===== config.mk =====
export PLATFORM = sky130hd
export DESIGN_NAME = vga_fb_arbiter
export DESIGN_NICKNAME = d
export VERILOG_FILES = /design/src/rtl/vga_fb_arbiter.sv
export SDC_FILE = /design/constraint.sdc
export NUM_CORES = 1
export LEC_CHECK = 0
export CORE_MARGIN = 3
export CORE_UTILIZATION = 25
export CTS_CLUSTER_DIAMETER = 100
export DETAILED_ROUTE_END_ITERATION = 7
export DONT_BUFFER_PORTS = 1
export PLACE_DENSITY_LB_ADDON = 0.1
export SLEW_MARGIN = 30
export SYNTH_ARGS = -nofsm -noshare
export SYNTH_HDL_FRONTEND = slang
export SYNTH_SLANG_ARGS = --single-unit

===== constraint.sdc =====
create_clock -name i_sysclk -period 3.4 [get_ports i_sysclk]
set_input_delay 0.34 -clock i_sysclk [delete_from_list [all_inputs] [get_ports i_sysclk]]
set_output_delay 0.34 -clock i_sysclk [all_outputs]
set_load 0.05 [all_outputs]

===== src/rtl/vga_fb_arbiter.sv =====
// Single-port frame-buffer arbiter: display reads (fixed latency, top priority),
// optional clear engine (FB_CLEAR_EN), then the req/ack pixel writer.
module vga_fb_arbiter #(
    parameter int ADDR_W     = 20,
    parameter int DATA_W     = 3,
    parameter int WR_TIMEOUT = 64
`ifdef FB_CLEAR_EN
    ,
    parameter int                FB_DEPTH    = 1048576,
    parameter logic [DATA_W-1:0] CLEAR_VALUE = '0
`endif
) (
    input  logic              i_sysclk,
    input  logic              i_rst,
    input  logic              i_disp_req,
    input  logic [ADDR_W-1:0] i_disp_addr,
    output logic [DATA_W-1:0] o_disp_data,
    output logic              o_disp_valid,
    input  logic              i_wr_req,
    input  logic [ADDR_W-1:0] i_wr_addr,
    input  logic [DATA_W-1:0] i_wr_data,
    output logic              o_wr_ack,
    output logic              o_wr_starve,
    output logic              o_mem_en,
    output logic              o_mem_we,
    output logic [ADDR_W-1:0] o_mem_addr,
    output logic [DATA_W-1:0] o_mem_wdata,
    input  logic [DATA_W-1:0] i_mem_rdata
`ifdef FB_CLEAR_EN
    ,
    input  logic              i_clear_start,
    output logic              o_clear_busy
`endif
);

    localparam int CNT_W = $clog2(WR_TIMEOUT + 2);

    typedef enum logic [1:0] {S_IDLE, S_RD, S_WR, S_CLR} state_t;

    state_t            r_state;
    state_t            w_next;
    logic              r_mem_en;
    logic              r_mem_we;
    logic [ADDR_W-1:0] r_mem_addr;
    logic [DATA_W-1:0] r_mem_wdata;
    logic              r_wr_ack;
    logic              r_starve;
    logic [CNT_W-1:0]  r_wait_cnt;
    logic              r_rd_pend;
    logic              r_disp_valid;
    logic [DATA_W-1:0] r_disp_data;
    logic              w_clr_run;
    logic              w_wr_block;

`ifdef FB_CLEAR_EN
    logic              r_clr_busy;
    logic              r_clr_drain;
    logic [ADDR_W-1:0] r_clr_addr;

    // The drain cycle keeps busy high while the final clear write is on the bus.
    assign w_clr_run  = r_clr_busy & ~r_clr_drain;
    assign w_wr_block = r_clr_busy | i_clear_start;
    assign o_clear_busy = r_clr_busy;

    always_ff @(posedge i_sysclk) begin
        if (i_rst) begin
            r_clr_busy  <= 1'b0;
            r_clr_drain <= 1'b0;
            r_clr_addr  <= '0;
        end else begin
            if (!r_clr_busy && i_clear_start) begin
                r_clr_busy <= 1'b1;
            end else if (r_clr_drain) begin
                r_clr_busy  <= 1'b0;
                r_clr_drain <= 1'b0;
            end
            if (w_next == S_CLR) begin
                if (r_clr_addr == ADDR_W'(FB_DEPTH - 1)) begin
                    r_clr_addr  <= '0;
                    r_clr_drain <= 1'b1;
                end else begin
                    r_clr_addr <= r_clr_addr + ADDR_W'(1);
                end
            end
        end
    end
`else
    assign w_clr_run  = 1'b0;
    assign w_wr_block = 1'b0;
`endif

    // Grant for the command placed on the bus next cycle.
    always_comb begin
        w_next = S_IDLE;
        if (i_disp_req)
            w_next = S_RD;
        else if (w_clr_run)
            w_next = S_CLR;
        else if (i_wr_req && !r_wr_ack && !w_wr_block)
            w_next = S_WR;
    end

    always_ff @(posedge i_sysclk) begin
        if (i_rst) begin
            r_state      <= S_IDLE;
            r_mem_en     <= 1'b0;
            r_mem_we     <= 1'b0;
            r_mem_addr   <= '0;
            r_mem_wdata  <= '0;
            r_wr_ack     <= 1'b0;
            r_rd_pend    <= 1'b0;
            r_disp_valid <= 1'b0;
            r_disp_data  <= '0;
        end else begin
            r_state  <= w_next;
            r_mem_en <= (w_next != S_IDLE);
            r_mem_we <= (w_next == S_WR) || (w_next == S_CLR);
            r_wr_ack <= (w_next == S_WR);
            case (w_next)
                S_RD: r_mem_addr <= i_disp_addr;
                S_WR: begin
                    r_mem_addr  <= i_wr_addr;
                    r_mem_wdata <= i_wr_data;
                end
`ifdef FB_CLEAR_EN
                S_CLR: begin
                    r_mem_addr  <= r_clr_addr;
                    r_mem_wdata <= CLEAR_VALUE;
                end
`endif
                default: ;
            endcase
            // r_state==S_RD marks a read on the bus; its data arrives one cycle later.
            r_rd_pend    <= (r_state == S_RD);
            r_disp_valid <= r_rd_pend;
            if (r_rd_pend)
                r_disp_data <= i_mem_rdata;
        end
    end

    always_ff @(posedge i_sysclk) begin
        if (i_rst) begin
            r_wait_cnt <= '0;
            r_starve   <= 1'b0;
        end else begin
            if (i_wr_req && !r_wr_ack) begin
                if (r_wait_cnt != CNT_W'(WR_TIMEOUT + 1))
                    r_wait_cnt <= r_wait_cnt + CNT_W'(1);
            end else begin
                r_wait_cnt <= '0;
            end
            if (r_wait_cnt > CNT_W'(WR_TIMEOUT))
                r_starve <= 1'b1;
        end
    end

    assign o_mem_en     = r_mem_en;
    assign o_mem_we     = r_mem_we;
    assign o_mem_addr   = r_mem_addr;
    assign o_mem_wdata  = r_mem_wdata;
    assign o_wr_ack     = r_wr_ack;
    assign o_wr_starve  = r_starve;
    assign o_disp_valid = r_disp_valid;
    assign o_disp_data  = r_disp_data;

endmodule


==> flow_metrics.py <==
metrics = {
    "status": {
        "status": "finished clean",
    },
    "timing": {
        "skew_ns": 0.00608,
        "holdWs_ns": 0.113,
        "fin_crit_sh_pct": 52.5,
        "worstMarginPinSlew_ns": 0.651,
        "hold_violations": 0,
        "slew_headroom_pct": 56.5,
        "rsz0062_at_grt": "no",
        "tns_ns": 0,
        "finalSetupViolCount": 0,
        "slew_violations": 0,
        "fmax_mhz": 560,
        "period_needed_ns": 1.79,
    },
    "detailed_routing": {
        "vias_per_cell": 4.89,
        "wl_um": 3680,
        "wl_per_cell_um": 15.2,
        "ant_nets": 0,
        "drcViolationCount": 0,
        "drtIter0Drc": 28,
        "vias": 1189,
        "first_pass_iters": 4,
    },
    "floorplan": {
        "coreArea_mm2": 0.00646,
        "chipHeight_um": 88.3,
        "ios": 81,
        "row_count": 29,
        "die_area_mm2": 0.00779,
        "fp.dieW_um": 88.3,
        "initial_core_util_pct": 26.2,
    },
    "critical_path": {
        "path_class": "reg2reg",
        "r2r_end": "r_wait_cnt[2]",
        "worst_r2r_path_depth": 4,
        "crit_required_ns": 3.56,
        "worstReg2RegStart": "r_state[1]",
        "startpoint": "r_state[1]",
        "end_kind": "register",
        "reg2reg_slack_ns": 1.61,
        "worst-path-max-fanout": 25,
        "start_kind": "register",
        "crit_arrival_ns": 1.94,
    },
    "final_layout": {
        "mostFrequentLayoutCells": "dfxtp_1, nor2_1, mux2i_1",
        "regArea_um2": 781,
        "final_core_util_pct": 28.3,
        "n_antenna_cell": 0,
        "fillers": 695,
        "nets": 218,
        "areaGrowthSynthToFinish_pct": 8.14,
        "layout_commonest_cell": "dfxtp_1",
        "drive_above_1_share_pct": 9.04,
        "fin_cells": 243,
        "fin_area_mm2": 0.00183,
        "multi_input_area_um2": 797,
    },
    "place": {
        "dp_cells": 235,
        "postPlaceCellArea_mm2": 0.00170,
        "place_congestion": 0.732,
        "hpwlAfterDp_um": 2650,
        "port-buffer-count": 0,
    },
    "min_path": {
        "hold_class": "in2reg",
        "whs_path_depth": 1,
        "whs_endpoint": "o_mem_wdata[2]",
        "min_from": "i_rst",
    },
    "run": {
        "maxCapViolations": 0,
    },
    "cts": {
        "numCtsBuffers": 5,
        "clock_path_buffers": 2,
        "clockRootBuffer": "clkbuf_8",
        "htreeDepth": 2,
        "clk_pin_slew_ns": 0.08,
        "post_cts.repair.setup_buffers": 0,
        "insertion_delay_ns": 0.28,
        "postCtsHoldBufs": 0,
        "numClockSinks": 39,
        "cts_tree": "yes",
        "cts_resized": 0,
    },
    "grt": {
        "grt_start_max_net_pins": 43,
        "gr-total-overflow": 0,
        "grt_pass1_vias": 1270,
        "grt_pass1_wl_um": 6020,
        "antenna_found_initial": 0,
        "grt_usage_pct": 9.95,
    },
    "power_and_ir_drop": {
        "powerDensity_mw_per_mm2": 601,
        "power.leakage_uw": 0.000695,
        "vdd.ir_drop.worst_mv": 0.253,
    },
    "logic_synthesis": {
        "synth_area_per_cell_um2": 10.0,
        "ys_seq_area_share_pct": 46.2,
        "ys_warn_count": 0,
        "syn-num-nets": 222,
        "netlist_area_mm2": 0.00169,
        "synth_cell_types": 29,
        "ys_ff_latch": 39,
        "netlist_instances": 169,
    },
}
## how the worst max path moves through the flow
stage                     endpoint  slack, ns  cells past startpoint
global route         r_wait_cnt[5]       1.47                      4
finish               r_wait_cnt[2]       1.61                      4
detailed placement   r_wait_cnt[4]       1.59                      4
CTS                  r_wait_cnt[2]       1.57                      4
floorplan           o_mem_addr[12]       1.84                      5
global placement     r_wait_cnt[2]       1.62                      4
## cell families (layout without fill, tap and decap cells)
logic type      Yosys count  in the layout  synth area share [%]
compound gates           34             34                  13.2
xor+xnor                  3              3                  1.55
fa+ha+maj                 3              3                  2.22
buf+inv                  16             13                  6.73
flops                    39             39                  46.2
mux                      23             23                  13.6
simple gates             51             51                  16.5
## metal layers
layer	global-route usage (%)	vias up	routed length (µm)
li1	-	587	-
met1	11.0	556	1480
met2	16.9	42	1870
met3	4.38	4	292
met4	3.71	0	39
met5	0	-	0
## power breakdown
group          leakage [µW]  internal [µW]  total [µW]  switching [µW]
clock network     0.0000654            293         452             159
registers          0.000322            482         577            95.1
logic              0.000308           32.1        71.2            39.1
## worst max-delay path: stages, from the launching register on
cell and delay, ns:
dfxtp_1 0.31, buf_4 0.30, nand2b_4 0.45, or2_0 0.49
nor3_2 0.09
## cell type report
| cell class | instances | share of cell area [%] |
|---|---|---|
| clock buffer | 6 | 3.97 |
| clock inverter | 2 | 3.28 |
| inverter | 4 | 0.821 |
| multi-input combinational | 114 | 43.6 |
| sequential | 39 | 42.7 |
| tap | 77 | 5.27 |
| timing repair buffer | 1 | 0.410 |
## metrics by stage
stage | power (µW) | worst slack [ns]
floorplan | 659 | 1.84
global placement | 658 | 1.62
detailed placement | 661 | 1.59
CTS | 1120 | 1.57
global route | 1150 | 1.47
finish | 1100 | 1.61
## flip-flops by register name, indices dropped and copies added, names as in the netlist
signal        cells
o_wr_starve       1
r_wait_cnt        7
o_disp_data       3
o_mem_addr       20
o_mem_wdata       3
o_mem_en          1
o_disp_valid      1
r_state           2
r_rd_pend         1
## synthesized netlist by cell type
cell type  count  share of area (%)
xor2_1         2                1.0
clkinv_1       1               0.22
nand2_1        6                1.3
clkbuf_1       7                1.6
ha_1           3                2.2
inv_1          3               0.67
o21ai_0        5                1.5
nor2b_1        1               0.37
a311oi_1       1               0.52
nor3b_2        1               0.74
o21ai_1        1               0.30
buf_12         3                3.6
and2_1         2               0.74
or2_0          1               0.37
nor3_2         3                1.8
mux2i_1       23                 14
buf_2          1               0.30
nor2_1        26                5.8
buf_4          1               0.44
xnor2_1        1               0.52
nand3_1        3               0.89
nor4_4         1                1.3
a21oi_1        7                2.1
nand4_1        1               0.37
dfxtp_1       39                 46
nand2b_4       1               0.81
nor3b_1        3                1.3
or3_1          2               0.74
a211oi_1      20                8.9
No activity file was read; power rests on OpenSTA's default activity.
